## src/rtl/uart_flash_loader_if.sv

```systemverilog
// Flash bus bundle between uart_flash_loader (master) and the flash controller (slave).
interface uart_flash_loader_if;
  logic [31:0] fl_addr_o;
  logic [31:0] fl_data_o;
  logic [31:0] fl_data_i;
  logic        fl_select_o;
  logic        fl_we_o;
  logic        fl_ack_i;

  modport master (
    output fl_addr_o, fl_data_o, fl_select_o, fl_we_o,
    input  fl_data_i, fl_ack_i
  );

  modport slave (
    input  fl_addr_o, fl_data_o, fl_select_o, fl_we_o,
    output fl_data_i, fl_ack_i
  );
endinterface

```

## src/rtl/uart_flash_loader.sv

```systemverilog
// Command engine: turns UART byte frames into flash read/write bus transactions
// and streams the ACK/NAK/read-data response back through the UART transmitter.
module uart_flash_loader #(
  parameter int CLK_HZ       = 50_000_000,
  parameter int BYTE_TIMEOUT = 500_000,
  parameter int ACK_TIMEOUT  = 1_000
) (
  input  logic                       clk,
  input  logic                       rst,
  input  logic [7:0]                 rx_data,
  input  logic                       rx_valid,
  output logic [7:0]                 tx_data,
  output logic                       tx_start,
  input  logic                       tx_busy,
  uart_flash_loader_if.master        fl,
  output logic                       busy,
  output logic [7:0]                 frame_cnt,
  output logic [7:0]                 err_cnt
);
  localparam logic [7:0] CMD_R   = 8'h52;
  localparam logic [7:0] CMD_W   = 8'h57;
  localparam logic [7:0] RSP_ACK = 8'h06;
  localparam logic [7:0] RSP_NAK = 8'h15;

  localparam int BW = $clog2(BYTE_TIMEOUT + 1);
  localparam int AW = $clog2(ACK_TIMEOUT + 1);
  localparam logic [BW-1:0] BYTE_LAST = BW'(BYTE_TIMEOUT - 1);
  localparam logic [AW-1:0] ACK_LAST  = AW'(ACK_TIMEOUT - 1);
  localparam int clk_hz_unused = CLK_HZ;

  typedef enum logic [3:0] {
    S_IDLE, S_ADDR2, S_ADDR1, S_ADDR0, S_DATA1, S_DATA0, S_BUS, S_TX, S_TX_GUARD
  } state_e;

  state_e          state_q, state_d;
  logic            cmd_w_q, cmd_w_d;
  logic [22:0]     addr_q, addr_d;
  logic [15:0]     data_q, data_d;
  logic [1:0][7:0] resp_q, resp_d;
  logic [1:0]      resp_cnt_q, resp_cnt_d;
  logic            resp_nak_q, resp_nak_d;
  logic [BW-1:0]   byte_cnt_q, byte_cnt_d;
  logic [AW-1:0]   ack_cnt_q, ack_cnt_d;
  logic [7:0]      tx_data_q, tx_data_d;
  logic            tx_start_q, tx_start_d;
  logic            sel_q, busy_q;
  logic [7:0]      frame_cnt_q, frame_cnt_d;
  logic [7:0]      err_cnt_q, err_cnt_d;
  logic            err_inc;

  // Only the low half of the read word carries data.
  logic unused_rd_hi;
  assign unused_rd_hi = ^fl.fl_data_i[31:16];

  always_comb begin
    // NOTE: every signal written here gets a default first, so no path can infer a latch.
    state_d     = state_q;
    cmd_w_d     = cmd_w_q;
    addr_d      = addr_q;
    data_d      = data_q;
    resp_d      = resp_q;
    resp_cnt_d  = resp_cnt_q;
    resp_nak_d  = resp_nak_q;
    byte_cnt_d  = byte_cnt_q;
    ack_cnt_d   = ack_cnt_q;
    tx_data_d   = tx_data_q;
    tx_start_d  = 1'b0;
    frame_cnt_d = frame_cnt_q;
    err_cnt_d   = err_cnt_q;
    err_inc     = 1'b0;

    case (state_q)
      S_IDLE: begin
        byte_cnt_d = '0;
        ack_cnt_d  = '0;
        if (rx_valid) begin
          if (rx_data == CMD_R || rx_data == CMD_W) begin
            cmd_w_d = (rx_data == CMD_W);
            state_d = S_ADDR2;
          end else begin
            resp_d[0]  = RSP_NAK;
            resp_cnt_d = 2'd1;
            resp_nak_d = 1'b1;
            err_inc    = 1'b1;
            state_d    = S_TX;
          end
        end
      end
      S_ADDR2, S_ADDR1, S_ADDR0, S_DATA1, S_DATA0: begin
        // A byte arriving on the timeout cycle still wins.
        if (rx_valid) begin
          byte_cnt_d = '0;
          case (state_q)
            S_ADDR2: begin addr_d = {addr_q[14:0], rx_data}; state_d = S_ADDR1; end
            S_ADDR1: begin addr_d = {addr_q[14:0], rx_data}; state_d = S_ADDR0; end
            S_ADDR0: begin
              addr_d  = {addr_q[14:0], rx_data};
              state_d = cmd_w_q ? S_DATA1 : S_BUS;
            end
            S_DATA1: begin data_d = {data_q[7:0], rx_data}; state_d = S_DATA0; end
            default: begin data_d = {data_q[7:0], rx_data}; state_d = S_BUS; end
          endcase
        end else if (byte_cnt_q == BYTE_LAST) begin
          err_inc = 1'b1;
          state_d = S_IDLE;
        end else begin
          byte_cnt_d = byte_cnt_q + BW'(1);
        end
      end
      S_BUS: begin
        if (fl.fl_ack_i) begin
          resp_nak_d = 1'b0;
          if (cmd_w_q) begin
            resp_d[0]  = RSP_ACK;
            resp_cnt_d = 2'd1;
          end else begin
            resp_d[0]  = fl.fl_data_i[15:8];
            resp_d[1]  = fl.fl_data_i[7:0];
            resp_cnt_d = 2'd2;
          end
          state_d = S_TX;
        end else if (ack_cnt_q == ACK_LAST) begin
          resp_d[0]  = RSP_NAK;
          resp_cnt_d = 2'd1;
          resp_nak_d = 1'b1;
          err_inc    = 1'b1;
          state_d    = S_TX;
        end else begin
          ack_cnt_d = ack_cnt_q + AW'(1);
        end
      end
      S_TX: begin
        if (!tx_busy) begin
          if (resp_cnt_q != 2'd0) begin
            tx_start_d = 1'b1;
            tx_data_d  = resp_q[0];
            resp_d[0]  = resp_q[1];
            resp_cnt_d = resp_cnt_q - 2'd1;
            state_d    = S_TX_GUARD;
          end else begin
            if (!resp_nak_q) frame_cnt_d = frame_cnt_q + 8'd1;
            state_d = S_IDLE;
          end
        end
      end
      S_TX_GUARD: state_d = S_TX;
      default:    state_d = S_IDLE;
    endcase

    if (err_inc && err_cnt_q != 8'hFF) err_cnt_d = err_cnt_q + 8'd1;
  end

  always_ff @(posedge clk) begin
    if (rst) begin
      state_q     <= S_IDLE;
      cmd_w_q     <= 1'b0;
      addr_q      <= '0;
      data_q      <= '0;
      resp_q      <= '0;
      resp_cnt_q  <= '0;
      resp_nak_q  <= 1'b0;
      byte_cnt_q  <= '0;
      ack_cnt_q   <= '0;
      tx_data_q   <= '0;
      tx_start_q  <= 1'b0;
      sel_q       <= 1'b0;
      busy_q      <= 1'b0;
      frame_cnt_q <= '0;
      err_cnt_q   <= '0;
    end else begin
      state_q     <= state_d;
      cmd_w_q     <= cmd_w_d;
      addr_q      <= addr_d;
      data_q      <= data_d;
      resp_q      <= resp_d;
      resp_cnt_q  <= resp_cnt_d;
      resp_nak_q  <= resp_nak_d;
      byte_cnt_q  <= byte_cnt_d;
      ack_cnt_q   <= ack_cnt_d;
      tx_data_q   <= tx_data_d;
      tx_start_q  <= tx_start_d;
      sel_q       <= (state_d == S_BUS);
      busy_q      <= (state_d != S_IDLE);
      frame_cnt_q <= frame_cnt_d;
      err_cnt_q   <= err_cnt_d;
    end
  end

  assign tx_data        = tx_data_q;
  assign tx_start       = tx_start_q;
  assign fl.fl_addr_o   = {9'b0, addr_q};
  assign fl.fl_data_o   = {16'b0, data_q};
  assign fl.fl_select_o = sel_q;
  assign fl.fl_we_o     = cmd_w_q;
  assign busy           = busy_q;
  assign frame_cnt      = frame_cnt_q;
  assign err_cnt        = err_cnt_q;
endmodule

```

## src/flat_wrapper.sv

```systemverilog
// flat-port wrapper written by rule: the top's interface ports become plain ports
module uart_flash_loader_flat 
#(
  parameter int CLK_HZ       = 50_000_000,
  parameter int BYTE_TIMEOUT = 500_000,
  parameter int ACK_TIMEOUT  = 1_000
)
  (clk, rst, rx_data, rx_valid, tx_data, tx_start, tx_busy, busy, frame_cnt, err_cnt, fl_fl_addr_o, fl_fl_data_o, fl_fl_select_o, fl_fl_we_o, fl_fl_data_i, fl_fl_ack_i);
  uart_flash_loader_if fl_i ();
  input  logic clk;
  input  logic rst;
  input  logic [7:0] rx_data;
  input  logic rx_valid;
  output logic [7:0] tx_data;
  output logic tx_start;
  input  logic tx_busy;
  output logic busy;
  output logic [7:0] frame_cnt;
  output logic [7:0] err_cnt;
  output wire logic [$bits(fl_i.fl_addr_o)-1:0] fl_fl_addr_o;
  output wire logic [$bits(fl_i.fl_data_o)-1:0] fl_fl_data_o;
  output wire logic [$bits(fl_i.fl_select_o)-1:0] fl_fl_select_o;
  output wire logic [$bits(fl_i.fl_we_o)-1:0] fl_fl_we_o;
  input wire logic [$bits(fl_i.fl_data_i)-1:0] fl_fl_data_i;
  input wire logic [$bits(fl_i.fl_ack_i)-1:0] fl_fl_ack_i;
  assign fl_fl_addr_o = fl_i.fl_addr_o;
  assign fl_fl_data_o = fl_i.fl_data_o;
  assign fl_fl_select_o = fl_i.fl_select_o;
  assign fl_fl_we_o = fl_i.fl_we_o;
  assign fl_i.fl_data_i = fl_fl_data_i;
  assign fl_i.fl_ack_i = fl_fl_ack_i;
  uart_flash_loader #(.CLK_HZ(CLK_HZ), .BYTE_TIMEOUT(BYTE_TIMEOUT), .ACK_TIMEOUT(ACK_TIMEOUT)) u_core (.clk(clk), .rst(rst), .rx_data(rx_data), .rx_valid(rx_valid), .tx_data(tx_data), .tx_start(tx_start), .tx_busy(tx_busy), .fl(fl_i), .busy(busy), .frame_cnt(frame_cnt), .err_cnt(err_cnt));
endmodule
```

## config.mk

```make
export PLATFORM = sky130hd
export DESIGN_NAME = uart_flash_loader_flat
export DESIGN_NICKNAME = d
export VERILOG_FILES = /design/src/rtl/uart_flash_loader_if.sv /design/src/rtl/uart_flash_loader.sv /design/src/flat_wrapper.sv
export SDC_FILE = /design/constraint.sdc
export NUM_CORES = 1
export LEC_CHECK = 0
export BUFFER_PORTS_ARGS = -buffer_cell sky130_fd_sc_hd__buf_2
export CORE_MARGIN = 3
export CORE_UTILIZATION = 25
export DETAILED_ROUTE_END_ITERATION = 10
export SLEW_MARGIN = 20
export SYNTH_ARGS = -nofsm -noshare
export SYNTH_HDL_FRONTEND = slang
export SYNTH_SLANG_ARGS = --single-unit
```

## constraint.sdc

```tcl
create_clock -name clk -period 3.42 [get_ports clk]
set_input_delay 0.513 -clock clk [delete_from_list [all_inputs] [get_ports clk]]
set_output_delay 0.513 -clock clk [all_outputs]
set_load 0.03 [all_outputs]
```

==> results.md <==
* Fin worst setup slack at 825 ps
* IO Pins at roughly 140
* Internal reg-to-reg setup slack at 830 ps
* Leading area contributor after synthesis: dfxtp_1
* Slowest cell delay on critical path at roughly 700 ps
* Cell at the slowest stage of the critical path: dfxtp_1
* Worst slack, placed at approximately 870 ps
* CTS tree: yes
* Hold Path Depth at 3
* Post-synth ARST share at 0%
* Avg Vias per Cell at between 4 and 5
* Clock sinks at between 100 and 150
* Crit-path most repeated cell: or3_4
* Top cell type's share of synthesized area at 44.1%
* Mapped Cells at 670
* Largest net degree at the start of global routing at 56
* Mapped cell area at between 5000 and 6000 µm²
* First-pass GRT wire length at about 22000 µm
* Die X at ~150 µm
* Total CTS buffers at 17
* Routed WL at roughly 13000 µm
* Antenna cells at 0
* H-Tree Level Count at 4
* CTS Buffer Depth at 2
* Slew HR at 31.2%
* Yosys warning count at 0
* Power density over the cells at between 600 and 700 nW/µm²
* Final GP Congestion at approximately 0.83
* Final Hold Vio Count at 0
* Final nets at about 800
* Yosys cell types at 57
* Worst r2r src: u_core.state_q[2]
* # fillers at 2263
* Die H at between 150 and 200 µm
* Worst Path Required at 3730 ps
* RR Endpoint: u_core.err_cnt[4]
* Critical Path AT at approximately 2900 ps
* Max rail drop VDD at roughly 330 µV
* Fin crit share at 75.9%
* I/O Buffers at 95
* Initial core utilization at approximately a quarter
* Final min period at ~2600 ps
* Most frequent cell after synthesis: nand2_1
* Resized cells post-CTS at 0
* Synthesis-to-finish area growth at 22.7%
* Gr usage total at 11.3%
* Max Slew Vio Count at 0
* Post-detail-place hpwl at around 9300 µm
* CP max FO at 17
* Seq/Total Area, Yosys at about 44%
* CP Launch Point: u_core.state_q[2]
* Row count at between 50 and 60
* Leak at approximately 2.5 nW
* Final ANT Viol Nets at 0
* Slew @ Worst Pin at about 1000 ps
* Setup Crit Path Kind: flop to flop
* Type of element launching the critical path: flop
* Hold buffers post-CTS at 0
* Reg area at 2380 µm²
* Commonest cells in the netlist: 131 x nand2_1, 119 x dfxtp_1, 77 x nor2_1, 73 x a21oi_1, 28 x clkbuf_1
* Most used DFF post-synth: dfxtp_1
* Share of layout cells above drive strength 1 at roughly a fifth
* Core box area at between 20000 and 25000 µm²
* Worst setup EP type: flop
* R2R depth at 6
* Setup bufs post-CTS at 0
* Drt drc at 0
* Max-Cap Viols at 0
* Hold WC Path Type: input port to flop
* Top cells by area, synth: dfxtp_1 44%, nand2_1 9.1%, a21oi_1 6.8%, nor2_1 5.4%, buf_4 3.5%
* Detailed Route Iter0 Violations at 267
* Max Fclk at between 300 and 400 MHz
* Clock root buffer: clkbuf_16
* Worst-Skew Late Latency at approximately 420 ps
* CTS clk-pin slew, worst paths at ~60 ps
* Buf/Inv on CP at 0
* RSZ-0062 raised after global routing: false
* Clk_skew at approximately 9 ps
* Initial antenna violation count at 0
* Syn_area_per_cell at around 8 µm²
* Number of global-route vias before repair at 4350
* Mean routed wirelength per cell at ~13 µm
* Min-delay src: fl_fl_data_i[7]
* Fin Setup TNS at 0 ps
* Family with the most delay on the worst path: simple AND/OR/NAND/NOR gates
* Final setup vio count at 0
* Flops & latches, synth at about 120
* DR pass1 iterations at 5
* Status: completed
* DIE AREA at ~23000 µm²
* Critical path, cell by cell: nor3_1, or3_4, or3_4, a21boi_4, nand4_1, mux2_1
* Total gr overflow at 0
* Via Count at around 4700
* Post-synth EDFFs at 0
* Footprint of the multi-input gates at 2730 µm²
* WHS Endpoint: u_core.resp_q[15]
## flip-flops by register name, summed over array words and instances, names as in the netlist
signal,flops
u_core.byte_cnt_q,19
u_core.fl.fl_select_o,1
u_core.fl.fl_we_o,1
u_core.resp_q,16
u_core.resp_nak_q,1
u_core.state_q,4
u_core.tx_data,8
u_core.resp_cnt_q,2
u_core.data_q,16
u_core.ack_cnt_q,10
u_core.addr_q,23
u_core.err_cnt,8
u_core.frame_cnt,8
u_core.busy,1
u_core.tx_start,1
## cell families (layout without fill, tap and decap cells)
kind of cell	count (synthesis)	in the layout	share of synthesized area (%)
DFF	119	119	44.1
AOI/OAI and AO/OA	125	125	14.1
other	1	25	0.0695
and+or+nand+nor	303	303	26.1
muxes	12	12	2.25
adders and majority gates	5	5	1.16
buffers and inverters	74	145	7.14
xor gates and xnor gates	31	31	5.03
## layer usage
layer  part of all wire [%]  track usage [%]  up-vias
met5                      0                0        -
met4                    2.3             5.13        0
met3                    4.8             2.72       25
met2                     48             18.4      117
met1                     45             14.2     2141
li1                       -                -     2403
## worst reg2reg max path, cell delays in order, from the launching register on
cell and delay, ps:
dfxtp_1 700, nor3_1 190, or3_4 430, or3_4 430, a21boi_4 280, nand4_1 140, mux2_1 320
## where the power goes
| group | switching (W) | internal [W] | leakage (nW) |
|---|---|---|---|
| logic | 0.000549 | 0.000262 | 1.29 |
| clock network | 0.000697 | 0.00111 | 0.292 |
| registers | 0.000114 | 0.00148 | 0.962 |
| total | 0.00136 | 0.00285 | 2.55 |
## layout make-up
| type | count | area share [%] |
|---|---|---|
| tap | 275 | 5.19 |
| clock buffer | 18 | 6.63 |
| multi-input combinational | 501 | 41.2 |
| timing repair buffer | 101 | 7.90 |
| clock inverter | 14 | 2.47 |
| sequential | 119 | 36.0 |
| inverter | 12 | 0.680 |
## worst max-delay path by stage
stage | endpoint | slack [ps] | depth (start not counted)
floorplan | u_core.err_cnt[4] | 1240 | 6
global placement | u_core.err_cnt[4] | 860 | 6
detailed placement | u_core.err_cnt[4] | 870 | 6
CTS | u_core.err_cnt[4] | 850 | 6
global route | u_core.err_cnt[4] | 670 | 6
finish | u_core.err_cnt[4] | 830 | 6
## cell usage in the layout (no fill, tap or decap), types with 6 or more instances in the layout
cell type / n
nand2b_1: 10
buf_4: 7
a21oi_1: 73
xor2_1: 14
and3_1: 8
conb_1: 25
o21ai_0: 12
clkbuf_16: 17
nor2_1: 77
mux2i_1: 11
dfxtp_1: 119
nor3_1: 11
nand3_1: 22
buf_2: 94
inv_1: 12
nand4_1: 11
nand2_1: 131
a22oi_1: 6
xnor2_1: 17
## stage by stage
| step | hold WS [ps] | utilization (%) | area, µm² | std cells | power (W) |
|---|---|---|---|---|---|
| floorplan | 431 | - | 5490 | 694 | 0.00226 |
| global placement | 441 | 28.6 | 6020 | 1008 | 0.00243 |
| detailed placement | 443 | 28.6 | 6020 | 1008 | 0.00243 |
| CTS | 311 | 31.4 | 6620 | 1040 | 0.00426 |
| global route | 322 | 31.4 | 6620 | 1040 | 0.00442 |
| finish | 324 | 31.4 | 6620 | 1040 | 0.00421 |
Note: power is estimated with default switching activity, not from simulation.
